<file path="src/rtl/sdram_pkg.sv">
// Shared types and constants for the SDRAM host-port arbiter slice.
package sdram_pkg;

   // Host address layout {ba, row, col}
   localparam int unsigned BA_W  = 2;
   localparam int unsigned ROW_W = 13;
   localparam int unsigned COL_W = 9;

   localparam logic HRW_WRITE = 1'b1;
   localparam logic HRW_READ  = 1'b0;

   typedef enum logic [1:0] {IDLE, ISSUE, GUARD} arb_state_t;

   // Round-robin candidate k positions after ptr, wrapping modulo n.
   function automatic int unsigned rr_next(input int unsigned ptr, input int unsigned k,
                                           input int unsigned n);
      return (ptr + k) % n;
   endfunction

endpackage

</file>
<file path="src/rtl/sdram_port_arbiter_if.sv">
// Client-side and controller-side bus of the SDRAM host-port arbiter.
interface sdram_port_arbiter_if #(
   parameter int unsigned NPORTS = 4,
   parameter int unsigned AWIDTH = 24,
   parameter int unsigned DWIDTH = 16
);
   logic [NPORTS-1:0]        req_valid;
   logic [NPORTS-1:0]        req_rw;
   logic [NPORTS*AWIDTH-1:0] req_addr;
   logic [NPORTS*DWIDTH-1:0] req_wdata;
   logic [NPORTS-1:0]        req_ack;
   logic [NPORTS-1:0]        rsp_valid;
   logic [DWIDTH-1:0]        rsp_data;
   logic                     ctrl_busy;
   logic [AWIDTH-1:0]        ctrl_haddr;
   logic                     ctrl_hrw;
   logic                     ctrl_hrw_req;
   logic [DWIDTH-1:0]        ctrl_hdata_in;
   logic                     ctrl_hdata_out_valid;
   logic [DWIDTH-1:0]        ctrl_hdata_out;

   // Arbiter view
   modport slave (
      input  req_valid, req_rw, req_addr, req_wdata, ctrl_busy, ctrl_hdata_out_valid,
             ctrl_hdata_out,
      output req_ack, rsp_valid, rsp_data, ctrl_haddr, ctrl_hrw, ctrl_hrw_req, ctrl_hdata_in
   );

   // Clients plus controller view
   modport master (
      output req_valid, req_rw, req_addr, req_wdata, ctrl_busy, ctrl_hdata_out_valid,
             ctrl_hdata_out,
      input  req_ack, rsp_valid, rsp_data, ctrl_haddr, ctrl_hrw, ctrl_hrw_req, ctrl_hdata_in
   );

endinterface

</file>
<file path="src/rtl/sdram_tag_fifo.sv">
// Synchronous FIFO of requester tags for reads in flight, oldest at the head.
module sdram_tag_fifo #(
   parameter int unsigned WIDTH = 2,
   parameter int unsigned DEPTH = 4
) (
   input  logic                     clk,
   input  logic                     rst,
   input  logic                     push,
   input  logic                     pop,
   input  logic [WIDTH-1:0]         din,
   output logic [WIDTH-1:0]         dout,
   output logic                     full,
   output logic                     empty,
   output logic [$clog2(DEPTH):0]   count
);
   localparam int unsigned AW = $clog2(DEPTH);
   localparam logic [AW:0] PTR_ONE = 1;

   // Extra MSB on each pointer separates full from empty
   logic [AW:0]      wr_ptr_q;
   logic [AW:0]      rd_ptr_q;
   logic [WIDTH-1:0] mem_q [DEPTH];

   always_ff @(posedge clk or posedge rst) begin
      if (rst) begin
         wr_ptr_q <= '0;
         rd_ptr_q <= '0;
      end else begin
         if (push && !full) wr_ptr_q <= wr_ptr_q + PTR_ONE;
         if (pop && !empty) rd_ptr_q <= rd_ptr_q + PTR_ONE;
      end
   end

   always_ff @(posedge clk) begin
      if (push && !full) mem_q[wr_ptr_q[AW-1:0]] <= din;
   end

   assign dout  = mem_q[rd_ptr_q[AW-1:0]];
   assign empty = (wr_ptr_q == rd_ptr_q);
   assign full  = (wr_ptr_q[AW] != rd_ptr_q[AW]) && (wr_ptr_q[AW-1:0] == rd_ptr_q[AW-1:0]);
   assign count = wr_ptr_q - rd_ptr_q;

endmodule

</file>
<file path="src/rtl/sdram_port_arbiter.sv">
// Round-robin arbiter sharing the SDRAM controller host port between NPORTS clients,
// routing read data back to the issuing client in order.
module sdram_port_arbiter
   import sdram_pkg::*;
#(
   parameter int unsigned NPORTS    = 4,
   parameter int unsigned AWIDTH    = 24,
   parameter int unsigned DWIDTH    = 16,
   parameter int unsigned TAG_DEPTH = 4
) (
   input  logic                         clk,
   input  logic                         rst,
   sdram_port_arbiter_if.slave          bus,
   output logic [$clog2(TAG_DEPTH):0]   rd_outstanding,
   output logic                         err_orphan
);
   localparam int unsigned PW = $clog2(NPORTS);
   localparam logic [NPORTS-1:0] ONEHOT0 = 1;

   arb_state_t          state_q;
   logic [PW-1:0]       rr_ptr_q;
   logic [NPORTS-1:0]   req_ack_q;
   logic [AWIDTH-1:0]   haddr_q;
   logic                hrw_q;
   logic                hrw_req_q;
   logic [DWIDTH-1:0]   hdata_in_q;
   logic [NPORTS-1:0]   rsp_valid_q;
   logic [DWIDTH-1:0]   rsp_data_q;
   logic                err_orphan_q;

   logic [NPORTS-1:0]   eligible;
   logic                any_elig;
   logic [PW-1:0]       winner;
   logic [AWIDTH-1:0]   win_addr;
   logic [DWIDTH-1:0]   win_data;
   logic                win_rw;

   logic                tag_full;
   logic                tag_empty;
   logic [PW-1:0]       tag_dout;
   logic                push_req;
   logic                pop_req;
   logic                fifo_push;
   logic                fifo_pop;
   logic                orphan;
   logic [PW-1:0]       rsp_tag;

   always_comb begin
      eligible = '0;
      any_elig = 1'b0;
      winner   = '0;
      for (int unsigned i = 0; i < NPORTS; i++) begin
         eligible[i] = bus.req_valid[i] && (bus.req_rw[i] == HRW_WRITE || !tag_full);
      end
      for (int unsigned k = 1; k <= NPORTS; k++) begin
         logic [PW-1:0] idx;
         idx = PW'(rr_next(32'(rr_ptr_q), k, NPORTS));
         if (!any_elig && eligible[idx]) begin
            any_elig = 1'b1;
            winner   = idx;
         end
      end
   end

   always_comb begin
      win_addr = '0;
      win_data = '0;
      win_rw   = HRW_READ;
      for (int unsigned i = 0; i < NPORTS; i++) begin
         if (PW'(i) == winner) begin
            win_addr = bus.req_addr[i*AWIDTH +: AWIDTH];
            win_data = bus.req_wdata[i*DWIDTH +: DWIDTH];
            win_rw   = bus.req_rw[i];
         end
      end
   end

   // Grant in IDLE, strobe the controller in ISSUE, then one quiet GUARD cycle
   // so the controller's registered busy is visible before the next grant.
   always_ff @(posedge clk or posedge rst) begin
      if (rst) begin
         state_q    <= IDLE;
         rr_ptr_q   <= PW'(NPORTS - 1);
         req_ack_q  <= '0;
         haddr_q    <= '0;
         hrw_q      <= 1'b0;
         hrw_req_q  <= 1'b0;
         hdata_in_q <= '0;
      end else begin
         req_ack_q <= '0;
         hrw_req_q <= 1'b0;
         unique case (state_q)
            IDLE: begin
               if (!bus.ctrl_busy && any_elig) begin
                  haddr_q    <= win_addr;
                  hrw_q      <= win_rw;
                  hdata_in_q <= win_data;
                  rr_ptr_q   <= winner;
                  req_ack_q  <= ONEHOT0 << winner;
                  state_q    <= ISSUE;
               end
            end
            ISSUE: begin
               hrw_req_q <= 1'b1;
               state_q   <= GUARD;
            end
            GUARD: state_q <= IDLE;
            default: state_q <= IDLE;
         endcase
      end
   end

   // rr_ptr_q still names the granted port while in ISSUE
   assign push_req = (state_q == ISSUE) && (hrw_q == HRW_READ);
   assign pop_req  = bus.ctrl_hdata_out_valid;
   assign orphan   = pop_req && tag_empty && !push_req;
   // Data returning as its tag is pushed into an empty FIFO bypasses it
   assign rsp_tag   = tag_empty ? rr_ptr_q : tag_dout;
   assign fifo_push = push_req && !(tag_empty && pop_req);
   assign fifo_pop  = pop_req && !tag_empty;

   sdram_tag_fifo #(
      .WIDTH (PW),
      .DEPTH (TAG_DEPTH)
   ) u_tag_fifo (
      .clk   (clk),
      .rst   (rst),
      .push  (fifo_push),
      .pop   (fifo_pop),
      .din   (rr_ptr_q),
      .dout  (tag_dout),
      .full  (tag_full),
      .empty (tag_empty),
      .count (rd_outstanding)
   );

   always_ff @(posedge clk or posedge rst) begin
      if (rst) begin
         rsp_valid_q  <= '0;
         rsp_data_q   <= '0;
         err_orphan_q <= 1'b0;
      end else begin
         rsp_valid_q <= (pop_req && !orphan) ? (ONEHOT0 << rsp_tag) : '0;
         if (pop_req && !orphan) rsp_data_q <= bus.ctrl_hdata_out;
         if (orphan) err_orphan_q <= 1'b1;
      end
   end

   assign bus.req_ack       = req_ack_q;
   assign bus.ctrl_haddr    = haddr_q;
   assign bus.ctrl_hrw      = hrw_q;
   assign bus.ctrl_hrw_req  = hrw_req_q;
   assign bus.ctrl_hdata_in = hdata_in_q;
   assign bus.rsp_valid     = rsp_valid_q;
   assign bus.rsp_data      = rsp_data_q;
   assign err_orphan        = err_orphan_q;

endmodule

</file>
<file path="src/flat_wrapper.sv">
// flat-port wrapper written by rule: the top's interface ports become plain ports
module sdram_port_arbiter_flat import sdram_pkg::*;
#(
   parameter int unsigned NPORTS    = 4,
   parameter int unsigned AWIDTH    = 24,
   parameter int unsigned DWIDTH    = 16,
   parameter int unsigned TAG_DEPTH = 4
)
  (clk, rst, rd_outstanding, err_orphan, bus_req_valid, bus_req_rw, bus_req_addr, bus_req_wdata, bus_ctrl_busy, bus_ctrl_hdata_out_valid, bus_ctrl_hdata_out, bus_req_ack, bus_rsp_valid, bus_rsp_data, bus_ctrl_haddr, bus_ctrl_hrw, bus_ctrl_hrw_req, bus_ctrl_hdata_in);
  sdram_port_arbiter_if #(.NPORTS(NPORTS), .AWIDTH(AWIDTH), .DWIDTH(DWIDTH)) bus_i ();
  input  logic clk;
  input  logic rst;
  output logic [$clog2(TAG_DEPTH):0] rd_outstanding;
  output logic err_orphan;
  input wire logic [$bits(bus_i.req_valid)-1:0] bus_req_valid;
  input wire logic [$bits(bus_i.req_rw)-1:0] bus_req_rw;
  input wire logic [$bits(bus_i.req_addr)-1:0] bus_req_addr;
  input wire logic [$bits(bus_i.req_wdata)-1:0] bus_req_wdata;
  input wire logic [$bits(bus_i.ctrl_busy)-1:0] bus_ctrl_busy;
  input wire logic [$bits(bus_i.ctrl_hdata_out_valid)-1:0] bus_ctrl_hdata_out_valid;
  input wire logic [$bits(bus_i.ctrl_hdata_out)-1:0] bus_ctrl_hdata_out;
  output wire logic [$bits(bus_i.req_ack)-1:0] bus_req_ack;
  output wire logic [$bits(bus_i.rsp_valid)-1:0] bus_rsp_valid;
  output wire logic [$bits(bus_i.rsp_data)-1:0] bus_rsp_data;
  output wire logic [$bits(bus_i.ctrl_haddr)-1:0] bus_ctrl_haddr;
  output wire logic [$bits(bus_i.ctrl_hrw)-1:0] bus_ctrl_hrw;
  output wire logic [$bits(bus_i.ctrl_hrw_req)-1:0] bus_ctrl_hrw_req;
  output wire logic [$bits(bus_i.ctrl_hdata_in)-1:0] bus_ctrl_hdata_in;
  assign bus_i.req_valid = bus_req_valid;
  assign bus_i.req_rw = bus_req_rw;
  assign bus_i.req_addr = bus_req_addr;
  assign bus_i.req_wdata = bus_req_wdata;
  assign bus_i.ctrl_busy = bus_ctrl_busy;
  assign bus_i.ctrl_hdata_out_valid = bus_ctrl_hdata_out_valid;
  assign bus_i.ctrl_hdata_out = bus_ctrl_hdata_out;
  assign bus_req_ack = bus_i.req_ack;
  assign bus_rsp_valid = bus_i.rsp_valid;
  assign bus_rsp_data = bus_i.rsp_data;
  assign bus_ctrl_haddr = bus_i.ctrl_haddr;
  assign bus_ctrl_hrw = bus_i.ctrl_hrw;
  assign bus_ctrl_hrw_req = bus_i.ctrl_hrw_req;
  assign bus_ctrl_hdata_in = bus_i.ctrl_hdata_in;
  sdram_port_arbiter #(.NPORTS(NPORTS), .AWIDTH(AWIDTH), .DWIDTH(DWIDTH), .TAG_DEPTH(TAG_DEPTH)) u_core (.clk(clk), .rst(rst), .bus(bus_i), .rd_outstanding(rd_outstanding), .err_orphan(err_orphan));
endmodule
</file>
<file path="config.mk">
export PLATFORM = sky130hd
export DESIGN_NAME = sdram_port_arbiter_flat
export DESIGN_NICKNAME = d
export VERILOG_FILES = /design/src/rtl/sdram_pkg.sv /design/src/rtl/sdram_port_arbiter_if.sv /design/src/rtl/sdram_tag_fifo.sv /design/src/rtl/sdram_port_arbiter.sv /design/src/flat_wrapper.sv
export SDC_FILE = /design/constraint.sdc
export NUM_CORES = 1
export LEC_CHECK = 0
export CAP_MARGIN = 20
export CORE_MARGIN = 2
export CORE_UTILIZATION = 40
export DETAILED_ROUTE_END_ITERATION = 10
export PLACE_DENSITY = 0.86
export SYNTH_ARGS = -nofsm -noshare
export SYNTH_HDL_FRONTEND = slang
export SYNTH_SLANG_ARGS = --single-unit
export TNS_END_PERCENT = 1
</file>
<file path="constraint.sdc">
create_clock -name clk -period 3.2 [get_ports clk]
set_input_delay 0.64 -clock clk [delete_from_list [all_inputs] [get_ports clk]]
set_output_delay 0.64 -clock clk [all_outputs]
set_load 0.1 [all_outputs]
</file>
## Word level (Yosys, flattened, before mapping)

Memory sizes are Yosys's and may differ from the RTL's.
Index checks and enable logic that the tools add are counted.
W data, S select, Z words.

| cells by class | value |
|---|---|
| eq/ne operators | 8 |
| bitwise logic cells | 1 |
| add/sub/neg operators | 7 |
| reduce and logical (&&, ||, !) cells | 33 |
| order comparisons | 4 |
| shifts and indexed selects | 2 |
| multiplexer cells | 37 |

Operators by type and width:

| kind | count |
|---|---|
| $mux W24 | 4 |
| $mux W16 | 4 |
| $logic_and A1 B1 Y1 | 17 |
| $mux W1 | 15 |
| $lt A2 B3 Y1 const B | 4 |
| $mux W2 | 6 |
| $mux W4 | 3 |
| $logic_not A1 Y1 | 9 |
| $bmux W1 S2 | 4 |
| $shl A1 B2 Y4 const A | 2 |
| $add A3 B1 Y3 const B | 2 |
| $add A2 B1 Y2 const B | 2 |
| $add A2 B2 Y2 const B | 2 |
| $eq A2 B2 Y1 const A | 2 |
| $logic_not A2 Y1 | 2 |
| $logic_or A1 B1 Y1 | 4 |
| $pmux W2 S2 | 1 |
| $eq A3 B3 Y1 | 1 |
| $sub A3 B3 Y3 | 1 |
| $eq A1 B2 Y1 const A | 1 |
| $eq A2 B1 Y1 const B | 1 |
| $eq A2 B2 Y1 | 1 |
| $ne A2 B1 Y1 const B | 1 |
| $reduce_and A2 Y1 | 1 |
| other kinds (2) | 2 |

| word-level totals | value |
|---|---|
| word-level logic and storage cells | 105 |
| flip-flop bits (word level) | 77 |
| output and inout port bits | 70 |
| memories kept | 1 |
| bits in writable memories | 8 |
| input port bits | 188 |

Memories:

| memory | depth | bits a word | rd ports | clocked after memory_dff | wr ports | RTL line | RTL |
|---|---|---|---|---|---|---|---|
| u_core.u_tag_fifo.mem_q | 4 | 2 | 1 | 0 | 1 | sdram_tag_fifo.sv:22 | `logic [WIDTH-1:0] mem_q [DEPTH];` |

## Longest topological paths before layout

| logic depth | value |
|---|---|
| word-level depth | 22 |
| gate-level depth with buffers | 11 |
| gate-level depth less buffers | 9 |

## By module

A second synthesis with hierarchy kept.

| unflattened totals | value |
|---|---|
| cells, all modules | 395 |
| area total of the unflattened synthesis | 4634.4 um^2 |

Modules (own cells, without submodules):

| module | area each (um^2) | sequential area each (um^2) | times used | cells each |
|---|---|---|---|---|
| sdram_port_arbiter | 3887.5 | 1779.2 | 1 | 340 |
| sdram_tag_fifo | 747.0 | 390.4 | 1 | 55 |

## Least setup slack after synthesis

OpenSTA, ideal clock, no wires.

| timing | value |
|---|---|
| kind | register to output |
| start | reg u_core.u_tag_fifo.wr_ptr_q[0] |
| end | out rd_outstanding[2] |
| stages on the path, launching flop included | 5 |
| required time | 2560 ps |
| buffers on the path | 0 |
| path slack | -45 ps |
| data arrival time | 2605 ps |
| cell sequence | dfrtp_1 > inv_1 > ha_1 > fa_1 > xnor2_1 |

| between the ends | value |
|---|---|
| longest elaborated chain between the ends | 1 |

Ends and longest elaborated chain:

| what | RTL line | RTL |
|---|---|---|
| from (decl) | sdram_tag_fifo.sv:20 | `logic [AW:0] wr_ptr_q;` |
| from (signal assigned) | sdram_tag_fifo.sv:29 | `if (push && !full) wr_ptr_q <= wr_ptr_q + PTR_ONE;` |
| $sub A3 B3 Y3 | sdram_tag_fifo.sv:41 | `assign count = wr_ptr_q - rd_ptr_q;` |
| to (decl) | flat_wrapper.sv:13 | `output logic [$clog2(TAG_DEPTH):0] rd_outstanding;` |

Every way passes these cells.

## Worst setup path after layout

| timing | value |
|---|---|
| start | reg u_core.u_tag_fifo.wr_ptr_q[0] |
| end | reg u_core.hdata_in_q[14], in the netlist u_core.bus.ctrl_hdata_in[14] |

| between the ends | value |
|---|---|
| longest elaborated chain between the ends | 22 |
| elaborated cells between the ends (all ways) | 43 |
| those cells by class | eq/ne (4); mux (20); reduce/logical (19) |

Ends and longest elaborated chain:

| what | RTL line | RTL |
|---|---|---|
| $eq A2 B2 Y1 * | sdram_tag_fifo.sv:40 | `assign full = (wr_ptr_q[AW] != rd_ptr_q[AW]) && (wr_ptr_q[AW-1:0] == rd_ptr_q[AW-1:0]);` |
| $logic_and A1 B1 Y1 * | sdram_tag_fifo.sv:40 |  |
| $logic_not A1 Y1 * | sdram_port_arbiter.sv:53 | `eligible[i] = bus.req_valid[i] && (bus.req_rw[i] == HRW_WRITE \|\| !tag_full);` |
| $logic_or A1 B1 Y1 | sdram_port_arbiter.sv:53 |  |
| $logic_and A1 B1 Y1 | sdram_port_arbiter.sv:53 |  |
| $bmux W1 S2 | sdram_port_arbiter.sv:58 | `if (!any_elig && eligible[idx]) begin` |
| $mux W1 (not written as such) | sdram_port_arbiter.sv:58 |  |
| $mux W1 | sdram_port_arbiter.sv:58 |  |
| [3 not listed] | - |  |
| $logic_not A1 Y1 | sdram_port_arbiter.sv:58 |  |
| $logic_and A1 B1 Y1 | sdram_port_arbiter.sv:58 |  |
| $mux W1 | sdram_port_arbiter.sv:58 |  |
| $logic_not A1 Y1 | sdram_port_arbiter.sv:58 |  |
| $logic_and A1 B1 Y1 | sdram_port_arbiter.sv:58 |  |
| $mux W2 | sdram_port_arbiter.sv:58 |  |
| $logic_not A2 Y1 | sdram_port_arbiter.sv:70 | `if (PW'(i) == winner) begin` |
| $mux W16 (4 in a row) | sdram_port_arbiter.sv:70 |  |
| to (signal assigned) | sdram_port_arbiter.sv:97 | `hdata_in_q <= win_data;` |
| to (decl) | sdram_port_arbiter.sv:26 | `logic [DWIDTH-1:0] hdata_in_q;` |

Mark *: on every way between the ends. The rest lies on a longest branch, timed or not. The select of a mux whose other input is x is not followed.
A chain may end at the register's enable or synchronous reset.

==> summary.txt <==
Synth
  – Post-synthesis cell area: between 4000 and 5000 um2
  – FFs w/ async S/R, synth: 90.59%
  – Synth Area in Simple Gates: 8.033%
  – Number of synthesized register bits: 85
  – Register area share after synthesis: roughly 44%
  – Syn Nets: approximately 690
  – Gate Count Post-Synth: a little under 500
  – Multiplexer share of the synthesized area: about 4.8%
  – Most frequent cell after synthesis: dfrtp_1
  – Compound-Gate Fraction of Synth Area: a little under a third
  – EDFF count, synth: 8
  – Syn. warnings: 0
  – Syn_area_per_cell: roughly 10 um2
  – Synth Area in XOR/XNOR: around 1.2%
  – Post-synthesis adder-cell area fraction: 2.186%
  – Synth top cells by count: 75 x dfrtp_1, 51 x inv_1, 49 x a31oi_1
  – Synth area leaders: dfrtp_1 38%, a211oi_2 7.1%, a31oi_1 6.2%
  – Synth unique cells: 48
  – Most used DFF post-synth: dfrtp_1
  – Main combinational cell family by area after synthesis: compound AO/OA/AOI/OAI gates
  – Leading area contributor after synthesis: dfrtp_1
  – Synth top area share: a little under two fifths

Floorplan
  – I/O pin total: 258
  – Die Span X: about 110 um
  – Initial Util: around two fifths
  – Core area: around 12000 um2
  – FP Rows: 40
  – Die Height: 114.9 um
  – Total die area: roughly 13000 um2

Timing
  – Clock Skew: between 0.008 and 0.009 ns
  – Slew @ Worst Pin: 0.8137 ns
  – Unrepaired setup endpoints after global routing: no
  – Pins Over Slew Limit: 0
  – Post-route setup TNS: 0 ns
  – Final setup vio count: 0
  – Fin. Hold Viols: 0
  – Max Clock Freq: 335.1 MHz
  – Slew margin rel.: between 40% and 50%
  – Period utilization: about 93%
  – Min Tclk post-route: 2.985 ns

Worst setup path
  – Req. time, crit path: roughly 3.4 ns
  – CP top delay family: compound AO/OA/AOI/OAI gates
  – Crit path max fanout: 36
  – CP Launch Type: register
  – Setup Crit Path Kind: register to register
  – Critical R2R Launch: u_core.u_tag_fifo.wr_ptr_q[0]
  – Reg-to-Reg End: u_core.bus.ctrl_hdata_in[14]
  – Worst path arrival time: 3.21 ns
  – Worst reg2reg path depth: 9
  – CP max-delay cell: o31ai_2
  – Crit end category: register
  – CP Cell Sequence: inv_1, ha_1, nand2_1, o31ai_2, o22ai_1, a221o_2, buf_12, a211oi_1, o21ai_0
  – Worst R2R Setup Slack: 0.22 ns
  – WP buf/inv: 2
  – Slowest cell delay on critical path: 0.52 ns

Detailed routing
  – Final WL: roughly 17000 um
  – Via density: just under 6
  – Via count: 5151
  – 1st-pass router iterations: 5
  – Drt first-iter violations: approximately 440
  – DR DRC count: 0
  – Drt wl/cell: roughly 20 um
  – DRT antenna net count: 0

Global route
  – First-pass GRT wire length: between 20000 and 30000 um
  – Gr ovfl total: 0
  – Largest net degree at the start of global routing: 55
  – Total GRT Usage: 25.62%
  – Vias in the first global route: ~5100
  – Initial antenna violation count: 1

Clock tree
  – Latest clock arrival within the worst-skew pair: 0.34 ns
  – PostCTS Resize Cnt: 0
  – Clk buf depth: 2
  – CTS Sinks: 85
  – Reg clk slew, reported paths: approximately 0.07 ns
  – Setup Buffers After CTS: 0
  – Hold_buf cts: 0
  – Inserted Clock Buffers: 9
  – CTS tree: yes
  – Root Buffer: clkbuf_16
  – H-tree Lvls: 3

Job
  – Max-Cap Viols: 0

Final layout
  – Fraction of layout cells with a size suffix above 1: a little under a quarter
  – Antenna fix cells: 0
  – Nets: a little over 900
  – Area grow syn2layout: 58.06%
  – Fillcell total: roughly 940

Hold path
  – Hold Path Origin: u_core.state_q[1]
  – Hold path cells: 1
  – HP Class: register to register
  – Hold Path End: u_core.state_q[1]

Status
  – Outcome: finished clean

Placed design
  – Detailed placement HPWL: between 10000 and 15000 um
  – Routability Congestion: approximately 0.92
  – Port Buffer Count: ~260
## worst max path at each step
stage,start,end,slack [ns],cells past startpoint
after floorplan,u_core.u_tag_fifo.wr_ptr_q[0],rd_outstanding[2],0.56,4
after global placement,bus_req_rw[3],u_core.bus.ctrl_hdata_in[14],0.25,7
after detailed placement,bus_req_rw[3],u_core.bus.ctrl_hdata_in[14],0.17,7
after CTS,u_core.u_tag_fifo.wr_ptr_q[0],u_core.bus.ctrl_hdata_in[3],0.20,8
after global routing,u_core.u_tag_fifo.wr_ptr_q[0],u_core.bus.ctrl_hdata_in[13],0.04,9
final,u_core.u_tag_fifo.wr_ptr_q[0],u_core.bus.ctrl_hdata_in[14],0.22,9
## final cells by class
class / count / area, um2 / area share, %
Multi-Input combinational cell: 313 / 2367 / 30.43
Clock inverter: 7 / 62.56 / 0.8041
Tap cell: 147 / 183.9 / 2.364
Timing Repair Buffer: 277 / 2572 / 33.07
Sequential cell: 85 / 2170 / 27.89
Inverter: 52 / 198.9 / 2.557
Clock buffer: 9 / 225.2 / 2.895
## routing by layer
layer / wire [um] / GRT usage (%) / up-vias
li1: - / - / 2344
met1: 6687 / 30.44 / 2437
met2: 8662 / 44.00 / 318
met3: 1506 / 6.009 / 50
met4: 561 / 11.89 / 2
met5: 19 / 0 / -
## kinds of logic after synthesis
| family | after synthesis |
|---|---|
| AO/OA/AOI/OAI | 196 |
| multiplexers | 19 |
| AND/OR/NAND/NOR | 84 |
| XOR/XNOR | 6 |
| adder cells (fa/ha/maj) | 8 |
| buffers and inverters | 94 |
| flip-flops | 85 |
## flip-flops by register name, indices dropped and copies added (netlist names)
name,flops
u_core.bus.ctrl_haddr,24
u_core.bus.ctrl_hdata_in,16
u_core.bus.ctrl_hrw,1
u_core.bus.ctrl_hrw_req,1
u_core.bus.req_ack,4
u_core.bus.rsp_data,16
u_core.bus.rsp_valid,4
u_core.err_orphan,1
u_core.rr_ptr_q,2
u_core.state_q,2
u_core.u_tag_fifo.mem_q,8
u_core.u_tag_fifo.rd_ptr_q,3
u_core.u_tag_fifo.wr_ptr_q,3
## layout by cell type, fill, tap and decap left out, types with 9 or more instances in the layout
cell type,instances
clkdlybuf4s50_1,187
o21ai_0,16
inv_1,50
nor2_1,14
clkbuf_16,9
a31oi_1,49
o221ai_1,33
mux2_2,17
buf_4,88
nand2_1,43
a211oi_2,28
dfrtp_1,75
o21ai_1,33
## per-stage QoR
step	setup slack, ns	instance area, um2	util, %	hold WS [ns]	std cells
finish	0.2154	7780	64.77	0.4529	890
global route	0.04235	7780	64.77	0.4774	890
CTS	0.2017	7769	64.68	0.4541	890
detailed placement	0.1728	7481	62.28	0.4434	874
global placement	0.2515	7481	62.28	0.4502	874
floorplan	0.5623	4930	-	0.4265	492
Power is left out: the tool's default activity adds up to more than one toggle a clock period on the data nets, which glitch-free logic cannot reach.
